`config.mk`:
```
export PLATFORM = sky130hd
export DESIGN_NAME = pcieifc_sram_fifo
export DESIGN_NICKNAME = d
export VERILOG_FILES = /design/src/rtl/pcieifc_sram_fifo_pkg.sv /design/src/rtl/pcieifc_fwft_obuf.sv /design/src/rtl/pcieifc_sram_fifo.sv
export SDC_FILE = /design/constraint.sdc
export NUM_CORES = 1
export LEC_CHECK = 0
export CAP_MARGIN = 40
export CORE_UTILIZATION = 44
export CTS_CLUSTER_SIZE = 14
export DETAILED_ROUTE_END_ITERATION = 7
export GPL_ROUTABILITY_DRIVEN = 0
export PLACE_DENSITY = 0.81
export SYNTH_ARGS = -nofsm -noshare
export SYNTH_HDL_FRONTEND = slang
export SYNTH_HIERARCHICAL = 1
export SYNTH_SLANG_ARGS = --single-unit
```
`constraint.sdc`:
```
create_clock -name clk -period 4.99 [get_ports clk]
set_input_delay 0.7485 -clock clk [delete_from_list [all_inputs] [get_ports clk]]
set_output_delay 0.7485 -clock clk [all_outputs]
set_load 0.05 [all_outputs]
```
`src/rtl/pcieifc_sram_fifo_pkg.sv`:
```
// Shared widths and SRAM timing constants for the PCIe interface SRAM FIFO.
package pcieifc_sram_fifo_pkg;

  // Registered read latency of the external dual-port macro, in cycles.
  localparam int SRAM_RD_LAT = 1;

  // The output buffer must cover every word that can be in flight plus the head.
  localparam int OBUF_DEPTH = SRAM_RD_LAT + 1;

  // Width of a 0..DEPTH SRAM occupancy counter.
  function automatic int ptr_cnt_w(input int aw);
    return aw + 1;
  endfunction

  // Width of the total occupancy (SRAM + in-flight + output buffer, up to DEPTH+2).
  function automatic int total_cnt_w(input int aw);
    return aw + 2;
  endfunction

endpackage

```
`src/rtl/pcieifc_fwft_obuf.sv`:
```
// Two-entry first-word-fall-through output buffer that absorbs SRAM read data.
module pcieifc_fwft_obuf #(
  parameter int DATAWIDTH = 32
) (
  input  logic                 clk,
  input  logic                 rst_n,
  input  logic                 cap_vld,
  input  logic [DATAWIDTH-1:0] cap_data,
  input  logic                 rd_en,
  output logic                 pop,
  output logic [DATAWIDTH-1:0] dout,
  output logic                 empty,
  output logic [1:0]           buf_cnt
);

  logic [DATAWIDTH-1:0] head_q, head_d;
  logic [DATAWIDTH-1:0] tail_q, tail_d;
  logic [1:0]           cnt_q, cnt_d;

  always_comb begin
    pop    = rd_en & (cnt_q != 2'd0);
    head_d = head_q;
    tail_d = tail_q;
    cnt_d  = cnt_q;
    if (pop) begin
      if (cnt_q == 2'd2) head_d = tail_q;
      cnt_d = cnt_q - 2'd1;
    end
    // Arriving data lands behind whatever survives this cycle's pop.
    if (cap_vld) begin
      if (cnt_d == 2'd0) head_d = cap_data;
      else               tail_d = cap_data;
      cnt_d = cnt_d + 2'd1;
    end
  end

  always_ff @(posedge clk or negedge rst_n) begin
    if (!rst_n) begin
      head_q <= '0;
      tail_q <= '0;
      cnt_q  <= 2'd0;
    end else begin
      head_q <= head_d;
      tail_q <= tail_d;
      cnt_q  <= cnt_d;
    end
  end

  assign dout    = head_q;
  assign empty   = (cnt_q == 2'd0);
  assign buf_cnt = cnt_q;

endmodule

```
`src/rtl/pcieifc_sram_fifo.sv`:
```
// FWFT FIFO controller over an external true dual-port SRAM: port A writes, port B reads.
// Push handshake: a word is taken when wr_en=1 and full=0; pop: dout consumed when rd_en=1 and empty=0.
module pcieifc_sram_fifo
  import pcieifc_sram_fifo_pkg::*;
#(
  parameter int DATAWIDTH = 32,
  parameter int ADDRWIDTH = 6,
  parameter int DEPTH     = 1 << ADDRWIDTH
) (
  input  logic                                 clk,
  input  logic                                 rst_n,
  input  logic                                 wr_en,
  input  logic [DATAWIDTH-1:0]                 din,
  output logic                                 full,
  input  logic                                 rd_en,
  output logic [DATAWIDTH-1:0]                 dout,
  output logic                                 empty,
  output logic [total_cnt_w(ADDRWIDTH)-1:0]    count,
  output logic                                 err_ovf,
  output logic                                 err_udf,
  output logic                                 sram_wea,
  output logic [ADDRWIDTH-1:0]                 sram_addra,
  output logic [DATAWIDTH-1:0]                 sram_dina,
  output logic                                 sram_web,
  output logic [ADDRWIDTH-1:0]                 sram_addrb,
  output logic [DATAWIDTH-1:0]                 sram_dinb,
  input  logic [DATAWIDTH-1:0]                 sram_doutb
);

  localparam int CW = ptr_cnt_w(ADDRWIDTH);
  localparam int TW = total_cnt_w(ADDRWIDTH);

  logic [ADDRWIDTH-1:0] wr_ptr_q, wr_ptr_d;
  logic [ADDRWIDTH-1:0] rd_ptr_q, rd_ptr_d;
  logic [CW-1:0]        sram_cnt_q, sram_cnt_d;
  logic                 inflight_q, inflight_d;
  logic                 full_q, full_d;
  logic                 err_ovf_q, err_ovf_d;
  logic                 err_udf_q, err_udf_d;
  logic                 push, issue, pop, ob_empty;
  logic [1:0]           buf_cnt;
  logic [2:0]           occ;

  always_comb begin
    push = wr_en & ~full_q;
    // Slots that will still be claimed after this cycle's pop.
    occ   = {1'b0, buf_cnt} + {2'b00, inflight_q} - {2'b00, pop};
    issue = (sram_cnt_q != '0) && (occ < 3'(OBUF_DEPTH));
    wr_ptr_d   = wr_ptr_q + ADDRWIDTH'(push);
    rd_ptr_d   = rd_ptr_q + ADDRWIDTH'(issue);
    sram_cnt_d = sram_cnt_q + CW'(push) - CW'(issue);
    inflight_d = issue;
    full_d     = (sram_cnt_d == CW'(DEPTH));
    err_ovf_d  = wr_en & full_q;
    err_udf_d  = rd_en & ob_empty;
  end

  always_ff @(posedge clk or negedge rst_n) begin
    if (!rst_n) begin
      wr_ptr_q   <= '0;
      rd_ptr_q   <= '0;
      sram_cnt_q <= '0;
      inflight_q <= 1'b0;
      full_q     <= 1'b0;
      err_ovf_q  <= 1'b0;
      err_udf_q  <= 1'b0;
    end else begin
      wr_ptr_q   <= wr_ptr_d;
      rd_ptr_q   <= rd_ptr_d;
      sram_cnt_q <= sram_cnt_d;
      inflight_q <= inflight_d;
      full_q     <= full_d;
      err_ovf_q  <= err_ovf_d;
      err_udf_q  <= err_udf_d;
    end
  end

  pcieifc_fwft_obuf #(
    .DATAWIDTH (DATAWIDTH)
  ) u_obuf (
    .clk      (clk),
    .rst_n    (rst_n),
    .cap_vld  (inflight_q),
    .cap_data (sram_doutb),
    .rd_en    (rd_en),
    .pop      (pop),
    .dout     (dout),
    .empty    (ob_empty),
    .buf_cnt  (buf_cnt)
  );

  assign full       = full_q;
  assign empty      = ob_empty;
  assign count      = TW'(sram_cnt_q) + TW'(inflight_q) + TW'(buf_cnt);
  assign err_ovf    = err_ovf_q;
  assign err_udf    = err_udf_q;
  assign sram_wea   = push;
  assign sram_addra = wr_ptr_q;
  assign sram_dina  = din;
  assign sram_web   = 1'b0;
  assign sram_addrb = rd_ptr_q;
  assign sram_dinb  = '0;

endmodule

```
== After elaboration in Yosys (flattened, before gate mapping) ==
Index checks and enable logic that the tools add are counted.
Word-level totals
  input port bits: 68
  word-level logic and storage cells: 41
  flip-flop bits (word level): 89
Operators by class
  mux-type cells: 6
  magnitude comparators: 1
  add/subtract/negate cells: 10
  reduce and logical (&&, ||, !) cells: 6
  eq/ne operators: 2
  bitwise gates (word level): 6
Operator list (count)
  two-way mux 32 bit: 4
  adder 6 x 1 -> 6 bit: 2
  adder 7 x 1 -> 8 bit: 1
  adder 8 x 2 -> 8 bit: 1
  adder 7 x 1 -> 7 bit: 1
  equality test 7 bit (second input constant): 1
  nonzero test 7 bit: 1
  subtractor 7 x 1 -> 7 bit: 1
  bitwise AND 1 bit: 4
  logical NOT 2 bit: 2
  two-way mux 2 bit: 2
  adder 2 x 1 -> 3 bit: 1
  less-than comparator 3 x 2 -> 1 bit (second input constant): 1
  subtractor 3 x 1 -> 3 bit: 1
  adder 2 x 1 -> 2 bit (second input constant): 1
  equality test 2 bit (second input constant): 1
  NOT 1 bit: 2
  AND reduction 2 bit: 1
  nonzero test 2 bit: 1
  subtractor 2 x 1 -> 2 bit (second input constant): 1
  logical AND 1 bit: 1

== Depth between registers and ports, before layout ==
  depth after elaboration: 7
  mapped depth: 17
  mapped depth without buffers: 17

== Hierarchy ==
Netlist, hierarchy kept.
Modules (own cells, without submodules)
  pcieifc_fwft_obuf: cells an instance 260, area an instance 2997.9 um^2, sequential area each 1651.6 um^2, times used 1
  pcieifc_sram_fifo: cells an instance 191, area an instance 1896.8 um^2, sequential area each 575.6 um^2, times used 1

== Least setup slack after synthesis ==
Ideal clock, no wire load.
  kind: flip-flop to flip-flop
  from: register u_obuf.cnt_q[1] (netlist: u_obuf/buf_cnt[1])
  to: register full_q (netlist: full)
  stages on the path, launching flop included: 18
  data arrival time: 4049 ps
  slack: 846 ps
  required time: 4895 ps
  path through: dfrtp_1 inv_1 ha_1 nor2b_4 ha_1 nand2b_1 fa_1 xnor2_1 nand2_1 nor2_1 ha_1 inv_1 ha_1 fa_1 a211o_1 and4_4 a311oi_2 nor4b_2
On the way
  word-level cells in the longest chain between the ends: 7
Ends and longest elaborated chain
  from (decl): line pcieifc_fwft_obuf.sv:18  | logic [1:0] cnt_q, cnt_d;
  from (signal assigned): line pcieifc_fwft_obuf.sv:45  | cnt_q <= cnt_d;
  nonzero test 2 bit: line pcieifc_fwft_obuf.sv:21  | pop = rd_en & (cnt_q != 2'd0);
  bitwise AND 1 bit: line pcieifc_fwft_obuf.sv:21
  named net pop: line pcieifc_sram_fifo.sv:40  | logic push, issue, pop, ob_empty;
  subtractor 3 x 1 -> 3 bit: line pcieifc_sram_fifo.sv:47  | occ = {1'b0, buf_cnt} + {2'b00, inflight_q} - {2'b00, pop};
  less-than comparator 3 x 2 -> 1 bit: line pcieifc_sram_fifo.sv:48  | issue = (sram_cnt_q != '0) && (occ < 3'(OBUF_DEPTH));
  logical AND 1 bit: line pcieifc_sram_fifo.sv:48
  named net inflight_d: line pcieifc_sram_fifo.sv:36  | logic inflight_q, inflight_d;
  subtractor 7 x 1 -> 7 bit: line pcieifc_sram_fifo.sv:51  | sram_cnt_d = sram_cnt_q + CW'(push) - CW'(issue);
  named net sram_cnt_d[6]: line pcieifc_sram_fifo.sv:35  | logic [CW-1:0] sram_cnt_q, sram_cnt_d;
  equality test 7 bit: line pcieifc_sram_fifo.sv:53  | full_d = (sram_cnt_d == CW'(DEPTH));
  named net full_d: line pcieifc_sram_fifo.sv:37  | logic full_q, full_d;
  to (signal assigned): line pcieifc_sram_fifo.sv:72  | full_q <= full_d;
  to (decl): line pcieifc_sram_fifo.sv:37
The timed path passes the listed nets, and every way through them passes these cells.
A chain may end at the register's enable or synchronous reset.

== Final worst setup path ==
  from: input port rd_en
  to: register full_q (netlist: full)
On the way
  word-level cells in the longest chain between the ends: 6
Ends and longest elaborated chain
  from (decl): line pcieifc_sram_fifo.sv:15  | input logic rd_en,
  bitwise AND 1 bit: line pcieifc_fwft_obuf.sv:21
  named net pop: line pcieifc_sram_fifo.sv:40
  subtractor 3 x 1 -> 3 bit: line pcieifc_sram_fifo.sv:47
  less-than comparator 3 x 2 -> 1 bit: line pcieifc_sram_fifo.sv:48
  logical AND 1 bit: line pcieifc_sram_fifo.sv:48
  named net inflight_d: line pcieifc_sram_fifo.sv:36
  subtractor 7 x 1 -> 7 bit: line pcieifc_sram_fifo.sv:51
  named net sram_cnt_d[6]: line pcieifc_sram_fifo.sv:35
  equality test 7 bit: line pcieifc_sram_fifo.sv:53
  named net full_d: line pcieifc_sram_fifo.sv:37
The timed path passes the listed nets, and every way through them passes these cells.

==> results by group <==
Floorplanning
  • Die area: 11500 um^2
  • Core ar.: 10800 um^2
  • Site row count: 38
  • Die H: 107 um
  • Initial Utilization: 45.2%
  • I/O Pins: 190
  • Chip width: 107 um

Yosys
  • Yosys warning count: 6
  • Post-synth top flop: dfrtp_1
  • Async SR Flop Fraction: 100%
  • Most area-hungry cell type in the Yosys netlist: dfrtp_1
  • Mean post-synth cell area: 10.9 um^2
  • EDFF count, synth: 0
  • Count of cell types in the netlist: 44
  • Sequential fraction of the synthesis area: 45.5%
  • Top cells by area, synth: dfrtp_1 46%, buf_4 11%, mux2_4 9.2%, ha_1 5.9%, nand2_1 5.4%
  • #FFs+latches synth: 89
  • Synth top area share: 45.5%
  • Cells after synthesis: 451
  • Post-Syn Area: 4890 um^2

Placement
  • PortBufs: 92
  • Detailed placer's ending HPWL: 6920 um

Finish
  • Fraction of layout cells with a size suffix above 1: 11.7%
  • Area grow syn2layout: 17.0%
  • Number of diodes: 0
  • Final nets: 603

Clock tree
  • CTS tree: yes
  • Clock tree buffer depth: 2
  • H-tree Lvls: 3
  • CTS Buf Count: 9
  • Worst skew pair latency: 0.36 ns
  • CTS clock-pin slew for the worst setup and hold paths: 0.09 ns
  • PostCTS Resize Cnt: 0
  • CTS root buf: clkbuf_8
  • Total clock sinks: 89
  • Post-CTS Hold Fix Bufs: 0
  • Postcts setup bufs: 0

Global routing
  • Initial antenna violation count: 0
  • Largest net degree at the start of global routing: 51
  • Grt total ovfl: 0
  • Global-route usage over all layers: 17.5%
  • Vias in the first global route: 3234
  • First-pass GRT wire length: 15700 um

STA
  • Post-route setup TNS: 0 ns
  • RSZ-0062 raised after global routing: no
  • Clock Skews: 0.0154 ns
  • Pins Over Slew Limit: 0
  • Fin crit period: 4.24 ns
  • # setup viols final: 0
  • Final Hold Fails: 0
  • Actual slew at the worst max-slew pin: 0.681 ns
  • Max frequency: 236 MHz
  • Max-Slew Margin vs Limit: 54.5%
  • Final cycle utilization of the critical path: 85.0%

Worst setup path
  • CP top delay family: adder cells
  • Worst path slowest cell: clkdlybuf4s50_1
  • Crit path kind: in -> reg
  • Crit-path max FO: 6
  • CP endpoint: full$_DFF_PN0_
  • Max incr delay on CP: 0.56 ns
  • Critical-path cell list: clkdlybuf4s50_1 > nor2b_4 > ha_1 > nand2b_1 > fa_1 > xnor2_1 > nand2_1 > nor2_1 > ha_1 > inv_1 > ha_1 > fa_1 > a211o_1 > and4_4 > a311oi_2 > nor4b_2
  • Required @ worst endpoint: 5.25 ns
  • Crit path DAT: 4.50 ns
  • Worst Setup SP: rd_en
  • Buf/Inv on CP: 2
  • Worst r2r dst: full$_DFF_PN0_
  • Worst setup EP type: register
  • CP dominant cell by count: ha_1
  • Critical path launch point type: input pin
  • R2R Setup Slk: 0.84 ns
  • Reg2reg path depth: 17
  • RR Startpoint: u_obuf/buf_cnt[1]$_DFF_PN0_
  • Crit. path cell count: 16

Drt
  • DRC: 0
  • Aggregate routed wire length: 9650 um
  • Remaining antenna violation count after routing: 0
  • Vias/cell: 4.96
  • DR iter-0 viols: 193
  • Pre-antenna DRT Iters: 5
  • Avg WL per Cell: 14.8 um
  • DR vias: 3236

Flow run
  • Max Cap Violations: 0

Worst hold path
  • HP Class: in -> async

Status
  • Status: completed
per-layer routing:
metal | global-route usage, % | wire length [um] | up-vias
met3 | 4.24 | 576 | 18
li1 | - | - | 1506
met1 | 23.2 | 4150 | 1597
met2 | 27.6 | 4790 | 115
met4 | 7.14 | 131 | 0
met5 | 0 | 0 | -
cell usage after synthesis, types with 2 or more instances:
master / number
nor2_1: 37
xnor2_1: 12
fa_1: 4
and3b_1: 2
buf_12: 3
buf_2: 3
ha_1: 23
nand2_1: 70
a31oi_1: 32
xor2_1: 6
buf_6: 3
clkbuf_1: 3
nor2b_4: 2
dfrtp_1: 89
inv_1: 18
mux2_2: 3
and3_1: 2
nand3b_1: 2
mux2_4: 30
buf_4: 69
a21o_1: 2
nand2b_1: 3
and2_1: 3
nand3_1: 8
nor4_1: 2
a21oi_1: 2
worst min path at each step:
| stage | end | cells past startpoint | start |
|---|---|---|---|
| 2_1_floorplan | err_ovf$_DFF_PN0_ | 0 | rst_n |
| 3_3_place_gp | sram_addra[5]$_DFF_PN0_ | 1 | sram_addra[5]$_DFF_PN0_ |
| 3_5_place_dp | sram_addra[5]$_DFF_PN0_ | 1 | sram_addra[5]$_DFF_PN0_ |
| 4_1_cts | u_obuf/dout[13]$_DFF_PN0_ | 1 | rst_n |
| 5_1_grt | u_obuf/dout[13]$_DFF_PN0_ | 1 | rst_n |
| 6_report | u_obuf/dout[13]$_DFF_PN0_ | 1 | rst_n |
kinds of logic after synthesis:
family | Yosys count | synth area share (%)
flip-flops | 89 | 45.5
XOR/XNOR | 18 | 3.22
AND/OR/NAND/NOR | 139 | 13.1
multiplexers | 33 | 9.89
adder cells (fa/ha/maj) | 27 | 7.52
other | 1 | 0.0766
buffers and inverters | 99 | 14.4
AO/OA/AOI/OAI | 45 | 6.26
placed cells by master, fill, tap and decap left out, drive strengths merged, types with 2 or more instances in the layout:
master,synthesis,final
clkdlybuf4s50,0,91
dfrtp,89,89
nand2,70,70
nor2,37,37
conb,1,33
mux2,33,33
a31oi,32,32
ha,23,23
inv,18,19
xnor2,12,12
clkbuf,3,11
nand3,8,8
xor2,6,6
fa,4,4
buf,78,4
nand2b,3,3
and2,3,3
clkinvlp,0,3
nand3b,3,3
nor2b,3,3
nor4,2,2
and3,2,2
a21o,2,2
a21oi,2,2
and3b,2,2
final cells by class:
type                            count  area [um^2]
Timing Repair Buffer               95          966
Clock inverter                      5         63.8
Tap cell                          140          175
Fill cell                         955         5110
Clock buffer                       11          141
Inverter                           18         67.6
Sequential cell                    89         2230
Multi-Input combinational cell    295         2080
registers in the layout (all words and copies together) (netlist names):
signal / flops
u_obuf/dout: 32
u_obuf/tail_q: 32
sram_cnt_q: 7
sram_addra: 6
sram_addrb: 6
u_obuf/buf_cnt: 2
err_ovf: 1
err_udf: 1
full: 1
inflight_q: 1
metrics by stage:
step	setup slack, ns	cell area, um^2	utilization, %	std cells	hold WS [ns]
6_report	0.748	5730	52.8	653	0.408
5_1_grt	0.529	5730	52.8	653	0.436
4_1_cts	0.760	5730	52.8	653	0.417
3_5_place_dp	0.369	5520	50.9	637	0.463
3_3_place_gp	0.505	5480	50.6	635	0.462
2_1_floorplan	0.846	5010	-	483	0.453
Power is not shown: default switching activity piles up to over one toggle a cycle in this logic, so the estimate is an artifact.
